### config.mk
export PLATFORM = sky130hd
export DESIGN_NAME = serial_pattern_driver
export DESIGN_NICKNAME = d
export VERILOG_FILES = /design/src/rtl/serial_pattern_driver.sv
export SDC_FILE = /design/constraint.sdc
export NUM_CORES = 1
export LEC_CHECK = 0
export BUFFER_PORTS_ARGS = -buffer_cell sky130_fd_sc_hd__buf_2
export CAP_MARGIN = 20
export CELL_PAD_IN_SITES_DETAIL_PLACEMENT = 1
export CELL_PAD_IN_SITES_GLOBAL_PLACEMENT = 1
export CORE_MARGIN = 2
export CORE_UTILIZATION = 40
export DETAILED_ROUTE_END_ITERATION = 16
export GPL_TIMING_DRIVEN = 0
export PLACE_DENSITY = 0.84
export SYNTH_ARGS = -nofsm -noshare
export SYNTH_HDL_FRONTEND = slang
export SYNTH_SLANG_ARGS = --single-unit
export TNS_END_PERCENT = 5
### constraint.sdc
create_clock -name clk -period 2.2 [get_ports clk]
set_input_delay 0.22 -clock clk [delete_from_list [all_inputs] [get_ports clk]]
set_output_delay 0.22 -clock clk [all_outputs]
set_load 0.01 [all_outputs]
### src/rtl/serial_pattern_driver.sv
// Parallel-to-serial pattern driver: shifts len bits of data out on sout, MSB first,
// holding each bit BIT_TICKS clocks, with ready/load handshake, abort and done pulse.
module serial_pattern_driver #(
    parameter int unsigned WIDTH     = 16,
    parameter int unsigned LEN_W     = 5,
    parameter int unsigned BIT_TICKS = 1
) (
    input  logic             clk,
    input  logic             rst,
    input  logic             load,
    input  logic [WIDTH-1:0] data,
    input  logic [LEN_W-1:0] len,
    input  logic             abort,
    output logic             ready,
    output logic             sout,
    output logic             bit_valid,
    output logic             bit_strobe,
    output logic             done
);

    localparam int unsigned       TICK_W    = $clog2(BIT_TICKS) + 1;
    localparam logic [LEN_W-1:0]  LEN_MAX   = LEN_W'(WIDTH);
    localparam logic [TICK_W-1:0] TICK_LAST = TICK_W'(BIT_TICKS - 1);

    typedef enum logic {
        IDLE  = 1'b0,
        SHIFT = 1'b1
    } state_t;

    state_t            state, state_nxt;
    logic [WIDTH-1:0]  shreg, shreg_nxt;
    logic [LEN_W-1:0]  bit_cnt, bit_cnt_nxt;
    logic [LEN_W-1:0]  len_eff;
    logic [TICK_W-1:0] tick_cnt, tick_nxt;
    logic              done_nxt;
    logic              ready_nxt, sout_nxt, valid_nxt, strobe_nxt;

    assign len_eff = (len > LEN_MAX) ? LEN_MAX : len;

    // State, datapath and output registers
    always_ff @(posedge clk or negedge rst) begin
        if (!rst) begin
            state      <= IDLE;
            shreg      <= '0;
            bit_cnt    <= '0;
            tick_cnt   <= '0;
            ready      <= 1'b1;
            sout       <= 1'b0;
            bit_valid  <= 1'b0;
            bit_strobe <= 1'b0;
            done       <= 1'b0;
        end else begin
            state      <= state_nxt;
            shreg      <= shreg_nxt;
            bit_cnt    <= bit_cnt_nxt;
            tick_cnt   <= tick_nxt;
            ready      <= ready_nxt;
            sout       <= sout_nxt;
            bit_valid  <= valid_nxt;
            bit_strobe <= strobe_nxt;
            done       <= done_nxt;
        end
    end

    // Next state; the pattern is left-aligned on capture so the current bit is always the MSB
    always_comb begin
        state_nxt   = state;
        shreg_nxt   = shreg;
        bit_cnt_nxt = bit_cnt;
        tick_nxt    = tick_cnt;
        done_nxt    = 1'b0;
        case (state)
            IDLE: begin
                if (load && (len != '0)) begin
                    state_nxt   = SHIFT;
                    shreg_nxt   = data << (LEN_MAX - len_eff);
                    bit_cnt_nxt = len_eff - LEN_W'(1);
                    tick_nxt    = '0;
                end
            end
            SHIFT: begin
                if (abort) begin
                    state_nxt   = IDLE;
                    shreg_nxt   = '0;
                    bit_cnt_nxt = '0;
                    tick_nxt    = '0;
                end else if (tick_cnt == TICK_LAST) begin
                    tick_nxt = '0;
                    if (bit_cnt == '0) begin
                        state_nxt = IDLE;
                        shreg_nxt = '0;
                        done_nxt  = 1'b1;
                    end else begin
                        bit_cnt_nxt = bit_cnt - LEN_W'(1);
                        shreg_nxt   = shreg << 1;
                    end
                end else begin
                    tick_nxt = tick_cnt + TICK_W'(1);
                end
            end
            default: state_nxt = IDLE;
        endcase
    end

    // Output values for the next cycle, derived from the next state
    always_comb begin
        ready_nxt  = 1'b1;
        valid_nxt  = 1'b0;
        sout_nxt   = 1'b0;
        strobe_nxt = 1'b0;
        if (state_nxt == SHIFT) begin
            ready_nxt  = 1'b0;
            valid_nxt  = 1'b1;
            sout_nxt   = shreg_nxt[WIDTH-1];
            strobe_nxt = (tick_nxt == '0);
        end
    end

endmodule

==> impl_metrics.yaml <==
final_layout:
  multi_input_area_mm2: 0.00154
  seqCellArea_um2: 677
  final_util_pct: 48.4
  antenna_cells: 0
  fillers: 668
  layout_commonest_cell: "buf_2"
  fin_nets: 309
  syn2layout_area_growth_pct: 16.9
  drive_gt1_share_pct: 25.4
  final_cell_mix: "buf_2 (31), dfrtp_1 (26), nand2_1 (25), nor2_1 (14), a21oi_1 (14)"
floorplanning:
  die_width_um: 79.3
  row_count: 27
  die-area_mm2: 0.00628
  core_area_mm2: 0.00547
  ioPinCount: 30
  die_h_um: 79.3
  start_util_pct: 41.4
sta:
  setup_viol: 0
  skew_ps: 2.83
  fmax_ghz: 0.470
  rsz0062_at_grt: "yes"
  report.final.slew_viol_count: 0
  hold_violations: 0
  min_period_ps: 2130
  slew_headroom_pct: 59.6
  worst_pin_slew_ps: 599
  period_share_pct: 96.8
synth:
  synthFlopType: "dfrtp_1"
  synthArstFlopShare_pct: 100
  ys_ff_latch: 27
  syn-num-nets: 276
  syn_area_mm2: 0.00227
  synth-seq-area-share_pct: 29.9
  synth_cell_types: 63
  synth-edff-count: 0
  synth_cells: 248
  yosysWarnings: 0
  syn_area_per_cell_um2: 9.14
hold_path:
  hold_depth: 3
  holdCritPathClass: "in -> reg"
  min_to: "shreg[0]"
  hp-start: "data[0]"
setup_path:
  timing.rr.end: "shreg[15]"
  cp_slowest_cell: "or4b_4"
  cp_max_fo: 5
  crit_type: "reg -> reg"
  worstPathRequired_ps: 2360
  rrSetupSlack_ps: 70
  r2r_start: "bit_cnt[0]"
  worstPathCellList: "inv_2, ha_1, or4b_4, nand2_4, nor2_2, a221o_1, or3_1"
  arrival_ps: 2290
  r2r_cells: 7
  end_kind: "flip-flop"
  max_stage_delay_ps: 520
  worstSetupStartpointType: "flip-flop"
power_and_ir_drop:
  max-vdd-ir-drop_v: 0.000243
  share_comb_of_total_power_pct: 44.7
  pwr-share-seq_pct: 39.5
  p_int_w: 0.00110
  power.switching_w: 0.000689
  power.total_w: 0.00179
  p_leak_nw: 1.15
  power_density_mw_per_mm2: 676
  switching_share_pct: 38.5
  clkPwrFrac_pct: 15.8
global_routing:
  grt_max_degree: 28
  first_global_vias: 2200
  grt_pass1_wl_um: 11000
  overflow: 0
  grt.total_usage_pct: 22.2
  antenna_found_initial: 0
drt:
  dr.pass1.iters: 4
  drt_wl_total_um: 6610
  viasPerCell: 6.02
  initialDrtViolationCount: 139
  wire_per_inst_um: 18.8
  drc_errors: 0
  via_count: 2119
  ant_nets: 0
clocking:
  clkTransAtPathRegs_ps: 90
  clk_path_buf_depth: 2
  cts_sinks: 27
  cts_buffers: 3
  clk_latency_ps: 270
  cts_root_buf: "clkbuf_8"
  cts_tree: "built"
  htree_num_levels: 1
place:
  place_congestion: 0.874
  portBuffers: 27
  dp_hpwl_um: 5090
flow_run:
  drv_cap: 0
outcome:
  status: "finished, final reports clean"
per-layer routing:
| layer | wire length [um] | up-vias | GRT usage [%] |
|---|---|---|---|
| met5 | 0 | - | 0 |
| met4 | 80 | 0 | 4.14 |
| met3 | 230 | 8 | 1.59 |
| met2 | 3420 | 44 | 40.7 |
| met1 | 2880 | 1059 | 29.0 |
| li1 | - | 1008 | - |
synth_stat cells (all sizes together), types with 2 or more instances:
library cell	count	area share [%]
a2111oi	2	0.77
a211o	5	1.9
a211oi	6	2.0
a21o	3	0.99
a21oi	15	3.3
a221o	3	1.3
a22o	3	1.2
a22oi	5	1.7
a32oi	3	1.2
and2	2	0.55
and3	2	0.55
buf	12	3.4
clkbuf	7	1.2
dfrtp	26	29
ha	3	1.7
inv	6	0.99
mux2i	12	5.3
mux4	8	8.6
nand2	26	4.6
nand2b	12	3.3
nor2	16	2.8
nor2b	8	2.7
nor3	9	2.7
nor3b	3	0.99
nor4	3	0.83
o211ai	3	0.99
o21a	2	0.66
o21ai	13	2.9
o21bai	3	0.99
o22ai	3	0.83
o31ai	2	0.66
o32a	3	1.3
or3	2	0.55
xnor2	2	1.1
how the worst max path moves through the flow:
stage                          start         to  slack, ps  cells past startpoint
after detailed placement      len[0]       sout       -390                     11
after CTS                     len[0]   shreg[8]         -3                     11
after global placement        len[0]       sout       -380                     11
after global routing      bit_cnt[0]  shreg[15]        -30                      7
after floorplan               len[0]  shreg[15]         50                     10
final                     bit_cnt[0]  shreg[15]         70                      7
logic make-up (layout without fill, tap and decap cells):
kind of cell / count (synthesis) / after routing / synth area share, %
compound gates: 83 / 83 / 26.2
xor+xnor: 2 / 2 / 1.10
fa+ha+maj: 3 / 3 / 1.66
buf+inv: 25 / 57 / 5.63
flops: 27 / 27 / 29.9
mux: 21 / 21 / 14.4
simple gates: 87 / 87 / 21.1
layout make-up:
cell class,count,area share [%]
Multi-Input combinational cell,196,58.2
Clock buffer,4,1.70
Buffer,17,4.25
Timing Repair Buffer,30,6.05
Sequential cell,27,25.6
Inverter,6,0.850
Tap cell,72,3.40
through the flow:
step | hold slack (ps) | setup TNS (ps) | cell area [um^2] | setup WS, ps | instances
floorplan | -75.6 | 0 | 2290 | 45.6 | 248
global placement | 267 | -4180 | 2520 | -383 | 347
detailed placement | 270 | -5090 | 2520 | -395 | 347
CTS | 284 | -2.89 | 2590 | -2.89 | 352
global route | 326 | -51.6 | 2650 | -31.7 | 352
finish | 285 | 0 | 2650 | 70.8 | 352
flip-flops by register name, indices dropped and copies added (netlist names):
register and cells:
shreg 16, bit_cnt 5, bit_strobe 1, bit_valid 1
done 1, ready 1, sout 1, tick_cnt 1
power by group through the flow:
stage	combinational, W	sequential (W)	clock (W)
floorplan	0.000535	0.000696	0
global placement	0.000729	0.000706	0
detailed placement	0.000755	0.000709	0
CTS	0.000773	0.000701	0.000286
global route	0.000892	0.000723	0.000306
finish	0.000801	0.000707	0.000283
worst max-delay path: cells and delay by family, from the launching register on:
| family | cells | cell delay, ps |
|---|---|---|
| simple gates | 4 | 990 |
| flops | 1 | 430 |
| compound gates | 1 | 370 |
| fa+ha+maj | 1 | 160 |
| buf+inv | 1 | 80 |
what timing repair did:
action | CTS | global route
resized for setup | 7 | 13
setup buffers | 0 | 2
setup endpoints to repair | 10 | 20
hold buffers | 1 | 0
pin swaps | 1 | 3
endpoints found under the hold margin | 26 | 0
(Power assumes the default switching activity.)
